`src/rtl/led_seq_ctrl.sv`:
```
// led_seq_ctrl: LED blink-burst sequencer (N ON/OFF pairs followed by a GAP, with done pulse and abort)
module led_seq_ctrl #(
  parameter int CNT_W = 25,
  parameter logic [CNT_W-1:0] ON_MAX = 25'd24,
  parameter logic [CNT_W-1:0] OFF_MAX = 25'd24,
  parameter logic [CNT_W-1:0] GAP_MAX = 25'd49
) (
  input  logic       sys_clk,
  input  logic       sys_rst,
  input  logic       start,
  input  logic       stop,
  input  logic [3:0] blink_num,
  output logic       led_out,
  output logic       busy,
  output logic       done
);
  typedef enum logic [1:0] {IDLE, ON, OFF, GAP} state_t;
  state_t state;
  logic [CNT_W-1:0] timer;
  logic [3:0] rem;
  always_ff @(posedge sys_clk or negedge sys_rst) begin
    if (!sys_rst) begin
      state <= IDLE;
      timer <= '0;
      rem <= '0;
      led_out <= 1'b0;
      busy <= 1'b0;
      done <= 1'b0;
    end else begin
      done <= 1'b0;
      timer <= timer + 1'b1;
      if (state != IDLE && stop) begin
        state <= IDLE;
        timer <= '0;
        rem <= '0;
        led_out <= 1'b0;
        busy <= 1'b0;
      end else begin
        case (state)
          IDLE: begin
            timer <= '0;
            if (start && !stop) begin
              if (blink_num != 4'd0) begin
                rem <= blink_num;
                state <= ON;
                led_out <= 1'b1;
                busy <= 1'b1;
              end else begin
                done <= 1'b1;
              end
            end
          end
          ON: if (timer == ON_MAX) begin
            state <= OFF;
            timer <= '0;
            led_out <= 1'b0;
          end
          OFF: if (timer == OFF_MAX) begin
            timer <= '0;
            rem <= rem - 1'b1;
            state <= (rem > 4'd1) ? ON : GAP;
            led_out <= rem > 4'd1;
          end
          default: if (timer == GAP_MAX) begin
            state <= IDLE;
            timer <= '0;
            rem <= '0;
            busy <= 1'b0;
            done <= 1'b1;
          end
        endcase
      end
    end
  end
endmodule

```
`config.mk`:
```
export PLATFORM = sky130hd
export DESIGN_NAME = led_seq_ctrl
export DESIGN_NICKNAME = d
export VERILOG_FILES = /design/src/rtl/led_seq_ctrl.sv
export SDC_FILE = /design/constraint.sdc
export NUM_CORES = 1
export LEC_CHECK = 0
export CAP_MARGIN = 20
export CORE_MARGIN = 2
export CORE_UTILIZATION = 53
export DETAILED_ROUTE_END_ITERATION = 8
export GPL_TIMING_DRIVEN = 0
export PLACE_DENSITY_LB_ADDON = 0.3
export SETUP_SLACK_MARGIN = 0.15
export SLEW_MARGIN = 20
export SYNTH_ARGS = -nofsm -noshare
export SYNTH_HDL_FRONTEND = slang
export SYNTH_SLANG_ARGS = --single-unit
```
`constraint.sdc`:
```
create_clock -name sys_clk -period 2 [get_ports sys_clk]
set_clock_uncertainty 0.1 [all_clocks]
set_input_delay 0.4 -clock sys_clk [delete_from_list [all_inputs] [get_ports sys_clk]]
set_output_delay 0.4 -clock sys_clk [all_outputs]
set_load 0.005 [all_outputs]
```
== After elaboration in Yosys (flattened, before gate mapping) ==
Cells that the tools add are included.
Word-level totals
  word-level logic and storage cells: 66
  output and inout bits: 3
  register bits after elaboration: 34
  input port bits: 8
Operators by class
  equal/unequal tests: 10
  reduce and logical (&&, ||, !) cells: 15
  magnitude comparators: 1
  $add $sub $neg: 2
  muxes and demuxes: 32
Operator list (number)
  $mux 25: 3
  $pmux 25 s2: 1
  $add 25x1->25 const B: 1
  $eq 25x5->1 const B: 1
  $eq 25x6->1 const B: 1
  $mux 4: 5
  $reduce_and 5->1: 3
  $mux 2: 7
  $ne 3x3->1 const B: 4
  $pmux 4 s3: 1
  $reduce_bool 4->1: 3
  $mux 1: 11
  $pmux 2 s3: 1
  $reduce_bool 5->1: 1
  $gt 4x1->1 const B: 1
  $pmux 1 s2: 2
  $reduce_and 4->1: 1
  $sub 4x1->4 const B: 1
  $pmux 1 s3: 1
  $reduce_bool 3->1: 1
  $eq 2x1->1 const B: 1
  $eq 2x2->1 const B: 1
  $logic_and 1x1->1: 2
  $logic_not 2->1: 1
  other kinds (5): 5

== Depth between registers and ports, before layout ==
  word-level depth: 5
  mapped depth: 8
  gate-level depth less buffers: 8

== Worst setup path before layout ==
Ideal clock, no wire load.
  kind: register to register
  start point: register state[0]
  end point: register rem[2]
  arrival time: 1.770 ns
  path buffers: 0
  setup slack: 0.046 ns
  period minus slack after synthesis: 1.954 ns
  required time: 1.816 ns
  cell stages (with the launch flop): 7
  library setup time: 0.084 ns
  cells stage by stage: dfrtp_1 > inv_1 > ha_1 > or2_2 > o311ai_1 > o21ai_0 > o21ai_0
On the way
  cells in the longest elaborated chain, start to end: 4
  elaborated cells between the ends (all ways): 13
  those cells by class: eq/ne (6); mux (2); reduce/logical (5)
RTL lines
  start: declaration: line 18  | state_t state;
  start signal: assignment: line 61  | state <= (rem > 4'd1) ? ON : GAP;
  $reduce_bool 2->1: line 32  | if (state != IDLE && stop) begin
  $logic_and 1x1->1: line 32
  $ne 3x3->1 (no source line), or another cell as far along
  $reduce_and 5->1 (no source line)
  end signal: assignment: line 44  | rem <= blink_num;
  end signal: assignment: line 60  | rem <= rem - 1'b1;
  end: declaration: line 20  | logic [3:0] rem;
Several ways; a longest one is shown, not always the timed one.
A chain may end at the register's enable or synchronous reset.

== Worst setup path in the final report ==
  start point: register timer[6]
  end point: register state[1]
On the way
  cells in the longest elaborated chain, start to end: 3
  elaborated cells between the ends (all ways): 6
  those cells by class: eq/ne (4); reduce/logical (2)
RTL lines
  start: declaration: line 19  | logic [CNT_W-1:0] timer;
  start signal: assignment: line 31  | timer <= timer + 1'b1;
  $eq 25x5->1 or $eq 25x6->1 (tied branches): line 53, 58, 64
  $ne 3x3->1 (no source line) or $reduce_bool 5->1 (tied branches)
  $reduce_and 5->1 (no source line) *
Mark *: on every way between the ends. The rest lies on a longest branch, timed or not.

==> results by group <==
Pwr
  – Clock share of power: 16.9%
  – Lkg Pwr: 1.08 nW
  – Sequential share of power: 31.3%
  – Combinational cell fraction of total power: 51.9%
  – P_int: 0.00170 W
  – P_sw: 0.00110 W
  – Power, Total: 0.00280 W
  – Sw frac: 39.2%
  – Power Dens Cells: 1080 mW/mm^2
  – VDD IR max: 580 uV

Floorplanning
  – Die height: 64.3 um
  – Die area: 0.00414 sq mm
  – Placement Rows: 21
  – Core area: 0.00342 sq mm
  – Num ports: 11
  – Die Wd: 64.3 um
  – Initial Util: 56.4%

Yosys
  – Mapped Area: 0.00193 sq mm
  – Synth warnings: 0
  – Cell taking the most area after synthesis: dfrtp_1
  – Post-synth top area share: 44.1%
  – Syn Area/Cell: 9.36 sq um
  – Share of the yosys chip area belonging to registers: 44.1%
  – Post-synth cell types: 44
  – Syn Nets: 223
  – Cell count after synthesis: 206
  – Top area cells in the synthesized netlist: dfrtp_1, nor2_1, xor2_1, ha_1, xnor2_1
  – FF+latch count, synth: 34

Setup path
  – CP arrival: 2190 ps
  – CP endpoint kind: register
  – Critical path startpoint category: register
  – Crit path kind: register to register
  – Crit-path max FO: 4
  – Worst r2r path cells: 7
  – Required time of the critical path: 2180 ps

Layout
  – Final net count: 260
  – Fill cells: 228
  – Post-Layout Cell Count: 290
  – FF/Latch Area: 857 sq um
  – P&R area growth vs syn: 34.7%
  – Area occupied by multi-input gates: 0.00123 sq mm
  – Final Cell Area: 0.00260 sq mm
  – Total inserted antenna cells: 0
  – Layout cell share with drive strength beyond 1: 30.3%

Status
  – Failing checks: negative setup slack
  – Outcome: complete, but fails checks

Routing
  – Mean number of vias per cell: 5.68
  – Pre-antenna DRT Iters: 4
  – Detail Route Antenna Nets: 0
  – DR DRC count: 0
  – Total Wirelength: 4450 um
  – DRT iter0 DRCs: 91
  – Drt wl/cell: 15.3 um
  – Vias: 1,648

Clock tree
  – CTS tree: yes
  – Reg clk slew, reported paths: 110 ps
  – Clock latency on the worst-skew pair: 350 ps
  – Clk sinks: 34
  – Root buf cell: clkbuf_4
  – Number of buffers created by CTS: 5
  – Max clock buf depth: 2
  – # H-tree levels: 2

STA
  – Setup ws final: -7.62 ps
  – Max Freq: 498 MHz
  – Unrepaired setup endpoints after global routing: yes
  – Max Slew Vio Count: 0
  – Fin crit share: 100%
  – Post-layout min period: 2010 ps
  – Endpoints failing hold: 0
  – Slew @ Worst Pin: 449 ps
  – Max_slew headroom: 69.8%
  – Final setup fails: 1

Global routing
  – First-pass GRT wire length: 7280 um
  – All-Layer GR Usage: 23.0%
  – Initial antenna violation count: 0
  – Vias in the first global route: 1,600
  – Total congestion overflow: 0
  – Largest net degree at the start of global routing: 20

Placement
  – Number of instances in the placed design: 263
  – Placed inst area: 0.00214 sq mm
  – Port Buffers: 10
  – RD Place Congestion: 0.838
  – Hpwl dp: 2690 um
  – Pre-CTS setup slack: -310 ps

Run
  – Max-cap violations: 0

Min path
  – Hold crit path type: register to register
  – Hold Path Depth: 1
Yosys cell counts, drive strengths merged:
cell	number
a31oi	1
a21boi	1
nand2	10
or4	1
o21ai	14
a2111oi	1
clkbuf	1
a221oi	1
and3	5
o41ai	1
a211oi	1
a311oi	1
o211ai	1
nor3	4
nand4b	3
nor2	38
nand2b	2
inv	14
nand4	6
xnor2	9
a32oi	2
buf	2
nor2b	1
nor3b	1
o31ai	2
and4	1
or3	1
ha	9
nand3	9
xor2	14
or2	1
or2b	1
dfrtp	34
a21oi	4
and2	1
o2111a	1
o311ai	1
nor4	6
state kept, by name, summed over array words and instances, names as in the netlist:
register  flops
done          1
busy          1
state         2
timer        25
rem           4
led_out       1
area by class of cell:
cell class              instances  share of cell area (%)
well taps                      46                    2.22
repair buffers                 30                    11.2
inverters                      14                    2.02
clock buffers                   8                    3.03
multi-input cells             155                    47.4
plain buffers                   3                    1.20
flip-flops and latches         34                    33.0
critical path: stages (launching register included):
cell,delay (ps)
dfrtp_2,460
nor4_4,300
nand2_2,170
nor3_4,260
buf_6,140
nor3_4,40
or4_1,390
o21ai_1,80
timing repair:
| action | in CTS | in global routing |
|---|---|---|
| hold endpoints to repair | 15 | 0 |
| hold buffers | 1 | 0 |
| setup buffers | 12 | 4 |
| gates cloned | 2 | 0 |
| pin swaps | 33 | 7 |
| setup endpoints to repair | 33 | 33 |
| resized for setup | 41 | 19 |
per-layer routing:
| layer | GRT usage [%] | share of wire [%] |
|---|---|---|
| met4 | 9.57 | 2.5 |
| met1 | 27.4 | 42 |
| met5 | 0 | 0 |
| met3 | 5.63 | 3.6 |
| met2 | 39.6 | 52 |
kinds of logic (layout without fill, tap and decap cells):
kind of cell | Yosys count | count (layout) | share of synthesized area (%)
adders and majority gates | 9 | 9 | 5.84
and+or+nand+nor | 91 | 91 | 25.2
xor gates and xnor gates | 23 | 23 | 10.4
buffers and inverters | 17 | 55 | 3.44
DFF | 34 | 34 | 44.1
AOI/OAI and AO/OA | 32 | 32 | 10.9
layout by cell type (no fill, tap or decap), types with 3 or more instances in the layout:
master,n
buf_4,12
and3_1,4
nand3_1,8
clkbuf_4,5
o21ai_1,3
nand4_1,6
nand4b_1,3
ha_1,8
xnor2_1,9
o21ai_0,8
dfrtp_2,5
dfrtp_1,29
clkdlybuf4s50_1,9
nor2_1,24
xor2_1,14
o21ai_2,3
a21oi_1,4
nor2_4,3
buf_6,7
nor4_4,5
nor2_2,11
inv_1,14
clkbuf_8,3
nand2_1,9
nor3_4,3
per-stage QoR:
stage | utilization, % | TNS [ps] | hold WS [ps]
after floorplan | - | 0 | 4.41
after global placement | 62.1 | -13870 | 389
after detailed placement | 62.8 | -5760 | 254
after CTS | 72.6 | -71.8 | 406
after global routing | 76.0 | -1680 | 410
final | 76.0 | -7.62 | 391
power groups by stage:
stage,sequential (W),combinational [W],clock [W]
3_5_place_dp,0.000880,0.000951,0
2_1_floorplan,0.000864,0.000701,0
6_report,0.000875,0.00145,0.000472
4_1_cts,0.000872,0.00136,0.000488
5_1_grt,0.000891,0.00158,0.000513
3_3_place_gp,0.000876,0.000930,0
worst paths after layout:
kind	from	slack, ps	endpoint
setup / recovery	timer[6]	-8	state[1]
hold / removal	timer[0]	390	timer[0]
setup reg to reg	timer[6]	-8	state[1]
hold reg to reg	timer[0]	390	timer[0]
max in group asynchronous	sys_rst	950	timer[2]
min in group asynchronous	sys_rst	400	state[1]
Power figures use the tool's default switching activity.
